## src/rtl/nn_pkg.sv

```systemverilog
// Shared types and width helpers for the pooling front end and its neighbours.
// Optional max-pool support is enabled by defining AVG_POOL_MAX_EN.
package nn_pkg;

    typedef enum logic {
        POOL_AVG = 1'b0,
        POOL_MAX = 1'b1
    } pool_mode_e;

    typedef enum logic [1:0] {
        ACC_LOAD = 2'd0,
        ACC_ADD  = 2'd1,
        ACC_MAX  = 2'd2
    } acc_op_e;

    localparam int DEF_PIX_W = 8;
    localparam int DEF_OUT_W = 16;
    localparam int DEF_POOL  = 2;
    localparam int DEF_IMG_W = 28;

    typedef logic [DEF_PIX_W-1:0] pix_t;
    typedef logic [DEF_OUT_W-1:0] out_t;

    // Index width that never collapses to zero bits for single-entry ranges.
    function automatic int width_of(input int n);
        return (n <= 32'sd1) ? 32'sd1 : $clog2(n);
    endfunction

    function automatic int acc_width(input int pix_w, input int pool);
        return pix_w + 32'sd2 * $clog2(pool);
    endfunction

    function automatic bit is_pow2(input int n);
        return (n > 32'sd0) && ((n & (n - 32'sd1)) == 32'sd0);
    endfunction

    localparam int ACC_W = acc_width(DEF_PIX_W, DEF_POOL);
    localparam int COL_W = width_of(DEF_IMG_W);

endpackage

```

## src/rtl/avg_pool_stream_if.sv

```systemverilog
// Pixel-in / pooled-value-out streaming handshake bundle.
interface avg_pool_stream_if #(
    parameter int PIX_W = 8,
    parameter int OUT_W = 16
);
    logic             in_valid;
    logic             in_ready;
    logic [PIX_W-1:0] in_pixel;
    logic             out_valid;
    logic             out_ready;
    logic [OUT_W-1:0] out_data;
    logic             out_last;

    modport master (
        output in_valid, in_pixel, out_ready,
        input  in_ready, out_valid, out_data, out_last
    );

    modport slave (
        input  in_valid, in_pixel, out_ready,
        output in_ready, out_valid, out_data, out_last
    );
endinterface

```

## src/rtl/pool_line_acc.sv

```systemverilog
// Per-column window accumulator line: one entry per pooled column, updated by
// read-modify-write (overwrite, add or max). Contents need no reset.
module pool_line_acc
    import nn_pkg::*;
#(
    parameter int ENTRIES = 14,
    parameter int IDX_W   = 4,
    parameter int PIX_W   = 8,
    parameter int ACC_W   = 10
) (
    input  logic             clk,
    input  logic             en_i,
    input  logic [IDX_W-1:0] idx_i,
    input  acc_op_e          op_i,
    input  logic [PIX_W-1:0] pix_i,
    output logic [ACC_W-1:0] acc_o
);

    logic [ACC_W-1:0] mem_q [ENTRIES];
    logic [ACC_W-1:0] rd_s;
    logic [ACC_W-1:0] pix_s;

    // Updated entry value; also feeds the window result in the top.
    always_comb begin
        rd_s  = mem_q[idx_i];
        pix_s = ACC_W'(pix_i);
        case (op_i)
            ACC_LOAD: acc_o = pix_s;
            ACC_ADD:  acc_o = rd_s + pix_s;
            ACC_MAX:  acc_o = (rd_s > pix_s) ? rd_s : pix_s;
            default:  acc_o = pix_s;
        endcase
    end

    // Entry write-back on every accepted pixel.
    always_ff @(posedge clk) begin
        if (en_i) begin
            mem_q[idx_i] <= acc_o;
        end
    end

endmodule

```

## src/rtl/avg_pool_stream.sv

```systemverilog
// Streaming POOLxPOOL average pooling over a raster pixel stream with a one-entry
// output skid. Defining AVG_POOL_MAX_EN adds the pool_max input for max pooling.
module avg_pool_stream
    import nn_pkg::*;
#(
    parameter int IMG_W = 28,
    parameter int IMG_H = 28,
    parameter int POOL  = 2,
    parameter int PIX_W = 8,
    parameter int OUT_W = 16
) (
    input  logic                clk,
    input  logic                reset_n,
    input  logic                clear,
`ifdef AVG_POOL_MAX_EN
    input  logic                pool_max,
`endif
    avg_pool_stream_if.slave    s,
    output logic                frame_done
);

    localparam int LOG_P    = $clog2(POOL);
    localparam int SHIFT    = 2 * LOG_P;
    localparam int ACC_BITS = acc_width(PIX_W, POOL);
    localparam int COL_BITS = width_of(IMG_W);
    localparam int ROW_BITS = width_of(IMG_H);
    localparam int ENTRIES  = IMG_W / POOL;
    localparam int IDX_BITS = width_of(ENTRIES);

    generate
        if ((IMG_W % POOL) != 0 || (IMG_H % POOL) != 0 || !is_pow2(POOL) ||
            POOL < 2 || POOL > 8 || OUT_W < PIX_W) begin : g_bad_cfg
            $error("avg_pool_stream: illegal IMG_W/IMG_H/POOL/OUT_W combination");
        end
    endgenerate

    logic [COL_BITS-1:0] col_q, col_d;
    logic [ROW_BITS-1:0] row_q, row_d;
    logic                out_valid_q, out_valid_d;
    logic [OUT_W-1:0]    out_data_q, out_data_d;
    logic                out_last_q, out_last_d;
    logic                frame_done_q, frame_done_d;

    logic                hs_s, first_s, done_s, eol_s, eof_s;
    pool_mode_e          mode_s;
    acc_op_e             op_s;
    logic [ACC_BITS-1:0] acc_nxt_s;
    logic [PIX_W-1:0]    res_s;

    assign s.in_ready = !out_valid_q || s.out_ready;
    assign hs_s       = s.in_valid && s.in_ready;
    // Window position is the low bits of col/row because POOL is a power of two.
    assign first_s    = (col_q[LOG_P-1:0] == '0) && (row_q[LOG_P-1:0] == '0);
    assign done_s     = (col_q[LOG_P-1:0] == '1) && (row_q[LOG_P-1:0] == '1);
    assign eol_s      = (col_q == COL_BITS'(IMG_W - 1));
    assign eof_s      = eol_s && (row_q == ROW_BITS'(IMG_H - 1));

    // Pooling mode and accumulator operation for the current pixel.
    always_comb begin
`ifdef AVG_POOL_MAX_EN
        mode_s = pool_max ? POOL_MAX : POOL_AVG;
`else
        mode_s = POOL_AVG;
`endif
        if (first_s) begin
            op_s = ACC_LOAD;
        end else if (mode_s == POOL_MAX) begin
            op_s = ACC_MAX;
        end else begin
            op_s = ACC_ADD;
        end
        if (mode_s == POOL_MAX) begin
            res_s = acc_nxt_s[PIX_W-1:0];
        end else begin
            res_s = acc_nxt_s[ACC_BITS-1:SHIFT];
        end
    end

    pool_line_acc #(
        .ENTRIES (ENTRIES),
        .IDX_W   (IDX_BITS),
        .PIX_W   (PIX_W),
        .ACC_W   (ACC_BITS)
    ) u_line (
        .clk   (clk),
        .en_i  (hs_s && !clear),
        .idx_i (IDX_BITS'(col_q >> LOG_P)),
        .op_i  (op_s),
        .pix_i (s.in_pixel),
        .acc_o (acc_nxt_s)
    );

    // Counters, output skid register and frame-done pulse next state.
    always_comb begin
        col_d        = col_q;
        row_d        = row_q;
        out_valid_d  = out_valid_q;
        out_data_d   = out_data_q;
        out_last_d   = out_last_q;
        frame_done_d = out_valid_q && s.out_ready && out_last_q;
        if (clear) begin
            col_d        = '0;
            row_d        = '0;
            out_valid_d  = 1'b0;
            out_last_d   = 1'b0;
            frame_done_d = 1'b0;
        end else begin
            if (out_valid_q && s.out_ready) begin
                out_valid_d = 1'b0;
                out_last_d  = 1'b0;
            end else begin
                out_valid_d = out_valid_q;
            end
            if (hs_s) begin
                if (eol_s) begin
                    col_d = '0;
                    row_d = eof_s ? '0 : row_q + ROW_BITS'(1);
                end else begin
                    col_d = col_q + COL_BITS'(1);
                end
                if (done_s) begin
                    out_valid_d = 1'b1;
                    out_data_d  = OUT_W'(res_s);
                    out_last_d  = eof_s;
                end else begin
                    out_data_d = out_data_q;
                end
            end else begin
                col_d = col_q;
            end
        end
    end

    // State registers.
    always_ff @(posedge clk or negedge reset_n) begin
        if (!reset_n) begin
            col_q        <= '0;
            row_q        <= '0;
            out_valid_q  <= 1'b0;
            out_data_q   <= '0;
            out_last_q   <= 1'b0;
            frame_done_q <= 1'b0;
        end else begin
            col_q        <= col_d;
            row_q        <= row_d;
            out_valid_q  <= out_valid_d;
            out_data_q   <= out_data_d;
            out_last_q   <= out_last_d;
            frame_done_q <= frame_done_d;
        end
    end

    assign s.out_valid = out_valid_q;
    assign s.out_data  = out_data_q;
    assign s.out_last  = out_last_q;
    assign frame_done  = frame_done_q;

endmodule

```

## src/flat_wrapper.sv

```systemverilog
// flat-port wrapper written by rule: the top's interface ports become plain ports
module avg_pool_stream_flat import nn_pkg::*;
#(
    parameter int IMG_W = 28,
    parameter int IMG_H = 28,
    parameter int POOL  = 2,
    parameter int PIX_W = 8,
    parameter int OUT_W = 16
)
  (clk, reset_n, clear, frame_done, s_in_valid, s_in_pixel, s_out_ready, s_in_ready, s_out_valid, s_out_data, s_out_last);
  avg_pool_stream_if #(.PIX_W(PIX_W), .OUT_W(OUT_W)) s_i ();
  input  logic clk;
  input  logic reset_n;
  input  logic clear;
  output logic frame_done;
  input wire logic [$bits(s_i.in_valid)-1:0] s_in_valid;
  input wire logic [$bits(s_i.in_pixel)-1:0] s_in_pixel;
  input wire logic [$bits(s_i.out_ready)-1:0] s_out_ready;
  output wire logic [$bits(s_i.in_ready)-1:0] s_in_ready;
  output wire logic [$bits(s_i.out_valid)-1:0] s_out_valid;
  output wire logic [$bits(s_i.out_data)-1:0] s_out_data;
  output wire logic [$bits(s_i.out_last)-1:0] s_out_last;
  assign s_i.in_valid = s_in_valid;
  assign s_i.in_pixel = s_in_pixel;
  assign s_i.out_ready = s_out_ready;
  assign s_in_ready = s_i.in_ready;
  assign s_out_valid = s_i.out_valid;
  assign s_out_data = s_i.out_data;
  assign s_out_last = s_i.out_last;
  avg_pool_stream #(.IMG_W(IMG_W), .IMG_H(IMG_H), .POOL(POOL), .PIX_W(PIX_W), .OUT_W(OUT_W)) u_core (.clk(clk), .reset_n(reset_n), .clear(clear), .s(s_i), .frame_done(frame_done));
endmodule
```

## config.mk

```make
export PLATFORM = sky130hd
export DESIGN_NAME = avg_pool_stream_flat
export DESIGN_NICKNAME = d
export VERILOG_FILES = /design/src/rtl/nn_pkg.sv /design/src/rtl/avg_pool_stream_if.sv /design/src/rtl/pool_line_acc.sv /design/src/rtl/avg_pool_stream.sv /design/src/flat_wrapper.sv
export SDC_FILE = /design/constraint.sdc
export NUM_CORES = 1
export LEC_CHECK = 0
export BUFFER_PORTS_ARGS = -buffer_cell sky130_fd_sc_hd__buf_2
export CAP_MARGIN = 20
export CORE_MARGIN = 10
export CORE_UTILIZATION = 43
export CTS_CLUSTER_DIAMETER = 80
export DETAILED_ROUTE_END_ITERATION = 8
export SETUP_SLACK_MARGIN = 0.15
export SLEW_MARGIN = 20
export SYNTH_ARGS = -nofsm -noshare
export SYNTH_HDL_FRONTEND = slang
export SYNTH_SLANG_ARGS = --single-unit
```

## constraint.sdc

```tcl
create_clock -name clk -period 11.4 [get_ports clk]
set_input_delay 2.28 -clock clk [delete_from_list [all_inputs] [get_ports clk]]
set_output_delay 2.28 -clock clk [all_outputs]
set_load 0.01 [all_outputs]
```

# --- Yosys cells after proc, flatten, opt, wreduce, memory -nomap -nowiden ---
# Memories as Yosys holds them, arrays and structs flattened.
# Cells that the tools add are included.
word_totals:
  regBits: 21
  mem_bits_rw: 140
  in_bits: 13
  out_inout_bits: 20
  elab_cells: 53
  memories: 1
op_classes:
  add_sub_neg: 3
  magnitude_cmp: 1
  eq_ne: 4
  muxes: 21
  n_bitwise: 3
  n_reduce_logical: 14
mem_list:
  columns: ["memory", "depth", "width", "read_ports", "rd_ports_with_merged_regs", "wr", "line_no", "source"]
  rows:
  - ["u_core.u_line.mem_q", 14, 10, 1, 0, 1, "pool_line_acc.sv:19", "logic [ACC_W-1:0] mem_q [ENTRIES];"]
op_table:
  columns: ["operator", "count"]
  rows:
  - ["$mux W5", 7]
  - ["$pmux W10 S2", 1]
  - ["$mux W1", 12]
  - ["$add A10 B8 Y10", 1]
  - ["$add A5 B1 Y5 const B", 2]
  - ["$eq A5 B5 Y1 const B", 2]
  - ["$gt A10 B8 Y1", 1]
  - ["$mux W10", 1]
  - ["$logic_and A1 B1 Y1", 7]
  - ["$reduce_bool A2 Y1", 2]
  - ["$not A1 Y1", 3]
  - ["$reduce_and A3 Y1", 1]
  - ["$eq A2 B1 Y1 const B", 1]
  - ["$eq A2 B2 Y1 const B", 1]
  - ["$logic_not A1 Y1", 2]
  - ["$reduce_and A2 Y1", 1]
  - ["$logic_or A1 B1 Y1", 1]

# --- Logic depth before layout (Yosys ltp) ---
# Gate-level depths: netlist of run 1.
logic_depth:
  word_depth: 6
  ltp_mapped: 12
  depth_no_buf: 10

# --- Cells and area by module ---
# Synthesis of run 1 repeated with hierarchy kept, for this count alone.
unflattened:
  cells_unflattened: 470
  hier_area_um2: 7470.9
modules_own_cells:
  columns: ["mod", "instances", "cells_each", "area_per_inst_um2", "seq_area_each_um2"]
  rows:
  - ["pool_line_acc", 1, 372, 6384.9, 4204.0]
  - ["avg_pool_stream", 1, 98, 1086.0, 525.5]

# --- Least setup slack after synthesis of run 1 ---
# Ideal clock, no wire load.
synth_timing:
  kind: "input -> output"
  start: "in s_out_ready"
  end: "out s_in_ready"
  arrival_ps: 2467
  t_required_ps: 9120
  slack_ps: 6653
  stages: 1
  path_buffers: 0
  cell_sequence: "nand2b_1"
synth_between:
  elab_chain_cells: 1
synth_lines:
  columns: ["item", "line_no", "source"]
  rows:
  - ["start: declaration", "flat_wrapper.sv:18", "input wire logic [$bits(s_i.out_ready)-1:0] s_out_ready;"]
  - ["$logic_or A1 B1 Y1", "avg_pool_stream.sv:50", "assign s.in_ready = !out_valid_q || s.out_ready;"]
  - ["end: declaration", "flat_wrapper.sv:19", "output wire logic [$bits(s_i.in_ready)-1:0] s_in_ready;"]
# No other way between the ends.

# --- Worst setup path in the final report of run 1 ---
# Same ends and word-level chain as after synthesis.

==> results of run 1 <==
power by group through the flow:
stage	Clock, mW	Sequential (mW)	Combinational (mW)
floorplan	0	0.670	0.0661
global placement	0	0.670	0.0887
detailed placement	0	0.670	0.0912
CTS	0.622	0.658	0.0912
global route	0.649	0.658	0.101
finish	0.610	0.658	0.0900
per-stage QoR:
step / hold slack (ns) / instances / setup slack [ns] / instance area, sq um / util
after global routing: 0.524 / 659 / 6.25 / 7930 / 0.503
final: 0.476 / 659 / 6.40 / 7930 / 0.503
after global placement: 0.472 / 627 / 6.42 / 7280 / 0.462
after detailed placement: 0.468 / 627 / 6.33 / 7280 / 0.462
after floorplan: 0.476 / 392 / 6.65 / 6890 / -
after CTS: 0.481 / 659 / 6.40 / 7930 / 0.503
metal layers:
| metal | track usage | vias up | part of all wire |
|---|---|---|---|
| li1 | - | 1619 | - |
| met5 | 0 | - | 0 |
| met4 | 0.0631 | 0 | 0.021 |
| met2 | 0.216 | 98 | 0.49 |
| met1 | 0.184 | 1862 | 0.44 |
| met3 | 0.0396 | 19 | 0.046 |
worst paths after layout:
kind / endpoint / cells past startpoint
hold / removal: u_core.s.out_data[4]$_DFFE_PN0P_ / 2
hold reg to reg: u_core.s.out_data[4]$_DFFE_PN0P_ / 2
setup reg to reg: u_core.u_line.mem_q[9][8]$_DFFE_PP_ / 11
setup / recovery: s_in_ready / 3
max in group asynchronous: u_core.col_q[1]$_DFFE_PN0P_ / 1
min in group asynchronous: u_core.row_q[4]$_DFFE_PN0P_ / 1
flip-flops by register name (all words and copies together) (netlist names):
name / cells
u_core.row_q: 5
u_core.u_line.mem_q: 140
u_core.col_q: 5
u_core.frame_done: 1
u_core.s.out_last: 1
u_core.s.out_data: 8
u_core.s.out_valid: 1
area by class of cell:
class	instances	area, sq um	share of cell area
clock buffers	22	474	0.0598
clock inverters	10	171	0.0216
inverters	2	7.51	0.000947
multi-input cells	204	2000	0.253
flip-flops and latches	161	4730	0.597
well taps	216	270	0.0341
repair buffers	44	270	0.0341
placed cells by master, fill, tap and decap left out, drive strengths merged, types with 2 or more instances in the layout:
cell	count
nor3	7
mux4	38
xnor2	5
clkbuf	22
inv	7
mux2i	4
buf	44
a21o	3
a311oi	2
mux2	20
a21oi	7
nand3	5
ha	10
nand4b	5
bufinv	4
a211oi	4
dfrtp	21
nor2	27
conb	8
edfxtp	140
nand2	25
nor3b	2
nand2b	3
o21ai	13
cell families (layout without fill, tap and decap cells):
| family | count (synthesis) | in the layout | synth area share |
|---|---|---|---|
| other | 1 | 8 | 0.000546 |
| flip-flops | 161 | 161 | 0.689 |
| AND/OR/NAND/NOR | 79 | 79 | 0.0532 |
| multiplexers | 62 | 62 | 0.166 |
| AO/OA/AOI/OAI | 38 | 38 | 0.0379 |
| XOR/XNOR | 6 | 6 | 0.00766 |
| adder cells (fa/ha/maj) | 11 | 11 | 0.0211 |
| buffers and inverters | 27 | 78 | 0.0248 |
critical path, cell delays in order:
cell and delay, ns:
buf_2 0.10, nand2b_1 0.18, buf_2 0.16
==> reports/metrics.csv, run 1 <==
stage,metric,value,unit
hold_path,hold path start,u_core.s.out_data[4]$_DFFE_PN0P_,
floorplanning,Die W,146,um
clock_network,# Post-CTS Setup Buffers,0,
timing,Slew headroom,0.308,
logic_synthesis,Seq cells post-synth,161,
worst_setup_path,Arrival @ worst endpoint,2.72,ns
logic_synthesis,top post-synthesis cells by count,"140 x edfxtp_1, 34 x mux4_2, 27 x nor2_1",
detailed_routing,WL per Instance,21.9,um
worst_setup_path,Reg2Reg Setup Slack,6.61,ns
grt,GR Util All Layers,0.141,
logic_synthesis,largest cells by area after synthesis,"edfxtp_1 61%, mux4_2 11%, dfrtp_1 7.7%, mux2_2 3.3%, ha_1 1.8%",
clock_network,CTS tree,done,
timing,slew at the pin with the worst max-slew slack,1.03,ns
worst_setup_path,CP endpoint kind,output port,
timing,RSZ-0062 raised after global routing,false,
grt,largest net degree at the start of global routing,48,
detailed_routing,via count,3598,
detailed_routing,DRC,0,
worst_setup_path,CP startpoint kind,input port,
power,Clock Power Share,0.449,
placement,hpwl dp,9.69,mm
logic_synthesis,top_reg_cell synth,edfxtp_1,
timing,fmax,200,MHz
floorplanning,die span in y,146,um
worst_setup_path,worst-path fanout max,4,
placement,routability-driven placement congestion ratio,0.821,
timing,Hold Fails Final Rpt,0,
power,leakage power total,2.73,nW
power,total power,1.36,mW
grt,vias in the first global route,3759,
logic_synthesis,leading area contributor after synthesis,edfxtp_1,
clock_network,htree depth,4,
detailed_routing,Final ANT Viol Nets,0,
final_layout,NumNets Final,454,
logic_synthesis,"Async S/R FF share, synth",0.130,
power,Logic pwr share,0.066,
logic_synthesis,sequential share of the synthesized area,0.689,
power,power per standard cell area,171,nW/um^2
logic_synthesis,Post-synth EDFFs,140,
power,cell internal pwr,1.08,mW
clock_network,Post-CTS Hold Fix Bufs,0,
detailed_routing,Vias/cell,5.46,
detailed_routing,WL final,14.4,mm
grt,initial antenna violation count,0,
clock_network,"CTS clk-pin slew, worst paths",0.06,ns
timing,final setup TNS,0,ns
final_layout,Area Growth Syn to Fin,15.5,%
job,Max Cap Violations,0,
worst_setup_path,worst r2r src,u_core.col_q[1]$_DFFE_PN0P_,
clock_network,Max clock buf depth,2,
hold_path,HP Class,flip-flop to flip-flop,
logic_synthesis,most numerous cell in the Yosys netlist,edfxtp_1,
timing,Final Max Tran Viols,0,
floorplanning,Boundary Pins,33,
final_layout,diode count,0,
outcome,outcome,"complete, no violations",
logic_synthesis,Mapped Area,6860,sq um
clock_network,Root Driver,clkbuf_16,
worst_setup_path,WS Path Type,input port to output port,
timing,Worst Skew,0.0102,ns
logic_synthesis,Synth cell types,46,
power,sequential power share,0.485,
power,Switching Share,0.205,
worst_setup_path,WP data required,9.12,ns
clock_network,total of cells resized after clock tree synthesis,0,
grt,GRT overflow,0,
timing,period utilisation layout,0.438,
logic_synthesis,Mapped Avg Cell Area,17.8,sq um
timing,final critical-path required period,5.00,ns
floorplanning,core box area,15800,sq um
timing,# setup viols final,0,
clock_network,Clock Sinks,161,
final_layout,layout cells sized above 1,0.302,
floorplanning,row cnt,46,
floorplanning,Initial Utilization,0.435,
logic_synthesis,Synth warnings,0,
floorplanning,die area,21400,sq um
final_layout,Fillers,1335,
detailed_routing,drt first pass iters,4,
clock_network,CTS Buf Count,17,
logic_synthesis,area fraction of the dominant cell type after synthesis,0.613,
power,Sw Pwr,278,uW
clock_network,clk_lat worst skew,0.42,ns
worst_setup_path,Critical Path Start,s_out_ready,
detailed_routing,Starting DRT DRC Count,229,
logic_synthesis,Post-Syn Instances,385,
power,Peak VDD IR,0.0921,mV
grt,first-pass GRT wire length,22.7,mm
placement,Port Buffers,24,
Note: power is estimated with default switching activity, not from simulation.
==> inputs of run 2 (changes only) <==
--- a/config.mk
+++ b/config.mk
@@ -5,6 +5,7 @@
 export SDC_FILE = /design/constraint.sdc
 export NUM_CORES = 1
 export LEC_CHECK = 0
+export ABC_AREA = 1
 export BUFFER_PORTS_ARGS = -buffer_cell sky130_fd_sc_hd__buf_2
 export CAP_MARGIN = 20
 export CORE_MARGIN = 10
==> constraint.sdc (replaced) <==
create_clock -name clk -period 5 [get_ports clk]
set_input_delay 1 -clock clk [delete_from_list [all_inputs] [get_ports clk]]
set_output_delay 1 -clock clk [all_outputs]
set_load 0.01 [all_outputs]
==> reports/metrics.csv, run 2 <==
stage,metric,value,unit
outcome,outcome,"complete, no violations",
grt,largest net degree at the start of global routing,26,
logic_synthesis,most numerous cell in the Yosys netlist,nand2_1,
clock_network,clk_lat worst skew,0.43,ns
placement,Port Buffers,24,
final_layout,Seq. cell area,4730,sq um
logic_synthesis,Post-synth EDFFs,140,
clock_network,htree depth,4,
timing,RSZ-0062 raised after global routing,false,
logic_synthesis,Synth warnings,0,
worst_setup_path,WP data required,5.09,ns
hold_path,HP Class,flip-flop to flip-flop,
clock_network,# Post-CTS Setup Buffers,0,
floorplanning,row cnt,46,
logic_synthesis,Seq cells post-synth,161,
floorplanning,Die W,148,um
floorplanning,Initial Utilization,0.439,
timing,final critical-path required period,4.11,ns
worst_setup_path,worst-path fanout max,22,
floorplanning,core box area,15900,sq um
final_layout,layout cells sized above 1,0.146,
final_layout,NumNets Final,676,
power,Peak VDD IR,0.407,mV
timing,fmax,243,MHz
grt,initial antenna violation count,0,
detailed_routing,WL final,16.4,mm
timing,Hold Worst Slack,0.473,ns
detailed_routing,Final ANT Viol Nets,0,
clock_network,total of cells resized after clock tree synthesis,0,
logic_synthesis,Synth cell types,38,
grt,GR Layer Usage met3,0.0369,
logic_synthesis,Mapped Avg Cell Area,11.4,sq um
worst_setup_path,CP endpoint kind,flip-flop,
final_layout,multi-input logic area,1950,sq um
timing,Worst Skew,0.00847,ns
logic_synthesis,top_reg_cell synth,edfxtp_1,
clock_network,Clock Sinks,161,
final_layout,Top reg by flops,u_core.u_line.mem_q,
power,power per standard cell area,518,nW/um^2
timing,slew at the pin with the worst max-slew slack,1.11,ns
final_layout,diode count,0,
logic_synthesis,largest cells by area after synthesis,"edfxtp_1 60%, nand2_1 9.2%, dfrtp_1 7.5%, nand3_1 3.3%, a22oi_1 2.5%",
worst_setup_path,WS Path Type,flip-flop to flip-flop,
final_layout,most frequent cells in the layout,"171 x nand2_1, 140 x edfxtp_1, 46 x nand3_1",
clock_network,CTS tree,done,
clock_network,"CTS clk-pin slew, worst paths",0.06,ns
final_layout,"most common cell after layout, fill and taps aside",nand2_1,
worst_setup_path,max incr delay on CP,0.82,ns
detailed_routing,DRC,0,
final_layout,max reg flops,140,
logic_synthesis,top post-synthesis cells by count,"171 x nand2_1, 140 x edfxtp_1, 46 x nand3_1",
grt,routing usage on met1,0.198,
clock_network,CTS Buf Count,17,
job,Max Cap Violations,0,
timing,Slew headroom,0.258,
floorplanning,die span in y,148,um
timing,Final Max Tran Viols,0,
logic_synthesis,Mapped Area,7000,sq um
grt,GR met2 Demand/Resource,0.258,
detailed_routing,WL per Instance,18.6,um
detailed_routing,Vias/cell,5.30,
logic_synthesis,Post-Syn Instances,612,
timing,period utilisation layout,0.823,
grt,GR Util All Layers,0.156,
logic_synthesis,sequential share of the synthesized area,0.676,
grt,busiest grt layer,met2,
placement,placed insts,849,
floorplanning,die area,21800,sq um
placement,routability-driven placement congestion ratio,0.880,
detailed_routing,Starting DRT DRC Count,566,
logic_synthesis,area fraction of the dominant cell type after synthesis,0.601,
worst_setup_path,"Cell Chain, Critical Path",inv_4 -> nor2_2 -> buf_4 -> a22oi_1 -> nand3_1 -> nand2_1 -> o21ai_0 -> or3_1 -> ha_1 -> nand3_1 -> nand2_1 -> nand2_1 -> nand2_1 -> nand2_1 -> nand2_1 -> nand3_1 -> a21oi_1,
timing,final setup TNS,0,ns
grt,first-pass GRT wire length,26.2,mm
detailed_routing,drt first pass iters,5,
logic_synthesis,leading area contributor after synthesis,edfxtp_1,
final_layout,Fillers,1427,
floorplanning,Boundary Pins,33,
worst_setup_path,CP startpoint kind,flip-flop,
clock_network,Post-CTS Hold Fix Bufs,0,
final_layout,Area Growth Syn to Fin,13.5,%
clock_network,Root Driver,clkbuf_16,
grt,vias in the first global route,4737,
timing,# setup viols final,0,
grt,GRT overflow,0,
placement,hpwl dp,11.1,mm
logic_synthesis,"Async S/R FF share, synth",0.130,
detailed_routing,via count,4672,
worst_setup_path,Arrival @ worst endpoint,4.20,ns
final_layout,final non-filler cell total,881,
worst_setup_path,Reg2Reg Setup Slack,0.89,ns
power,leakage power total,3.05,nW
worst_setup_path,critical path's slowest cell,a21oi_1,
clock_network,Max clock buf depth,2,
timing,Hold Fails Final Rpt,0,
worst_setup_path,Most common cell on crit path,nand2_1,
==> run 2: cell types whose count changed in the layout (fill, tap and decap cells not counted), sizes merged, moves of 5 or more <==
cell    before  now
nand2       25  174
a22oi        0   24
mux4        38    0
o21ai       13   32
a31oi        1   13
or3          1    6
nand3        5   47
inv          7   44
nor2        27   39
clkinv       0    6
mux2        20    0
a21oi        7   16
nand4b       5    0
==> run 2: worst max-delay path: cells and delay by family (launching register included) <==
family	cells	cell delay (ns)
AOI/OAI and AO/OA	3	1.06
DFF	1	0.55
and+or+nand+nor	11	1.23
buffers and inverters	2	0.52
adders and majority gates	1	0.37
==> run 2: routing by layer <==
layer	share of wire	wire length, um
met4	0.013	218
met5	0	0
met2	0.50	8270
met3	0.059	974
met1	0.42	6940
==> run 2: worst paths after layout <==
| check | from | end | cells past startpoint |
|---|---|---|---|
| worst min register to register | u_core.s.out_data[7]$_DFFE_PN0P_ | u_core.s.out_data[7]$_DFFE_PN0P_ | 2 |
| worst min-delay path | u_core.s.out_data[7]$_DFFE_PN0P_ | u_core.s.out_data[7]$_DFFE_PN0P_ | 2 |
| min in group asynchronous | reset_n | u_core.s.out_data[1]$_DFFE_PN0P_ | 1 |
| worst max-delay path | u_core.col_q[1]$_DFFE_PN0P_ | u_core.u_line.mem_q[1][9]$_DFFE_PP_ | 17 |
| max in group asynchronous | reset_n | u_core.col_q[4]$_DFFE_PN0P_ | 1 |
| worst max register to register | u_core.col_q[1]$_DFFE_PN0P_ | u_core.u_line.mem_q[1][9]$_DFFE_PP_ | 17 |
==> run 2: layout make-up <==
cell class,count,area share
clock buffers,18,0.0540
clock inverters,14,0.0195
inverters,41,0.0197
multi-input cells,389,0.245
flip-flops and latches,161,0.595
well taps,216,0.0340
repair buffers,42,0.0321
==> run 2: cell families after synthesis <==
family,synth area share
XOR/XNOR,0.00501
AO/OA/AOI/OAI,0.0791
AND/OR/NAND/NOR,0.167
other,0.000536
adder cells (fa/ha/maj),0.0207
flip-flops,0.676
buffers and inverters,0.0512
==> run 2: power breakdown <==
part / internal, mW / switching, mW / leakage (nW)
clock network: 0.742 / 0.545 / 0.277
logic: 0.296 / 0.714 / 1.22
registers: 1.77 / 0.0437 / 1.55
==> run 2: per-stage QoR <==
stage,power (mW),cell area [sq um],setup slack (ns),utilization
2_1_floorplan,2.50,7020,1.80,-
3_3_place_gp,2.83,7350,1.07,0.461
3_5_place_dp,2.86,7360,0.929,0.461
4_1_cts,4.14,7940,0.893,0.498
5_1_grt,4.33,7940,0.426,0.498
6_report,4.11,7940,0.886,0.498
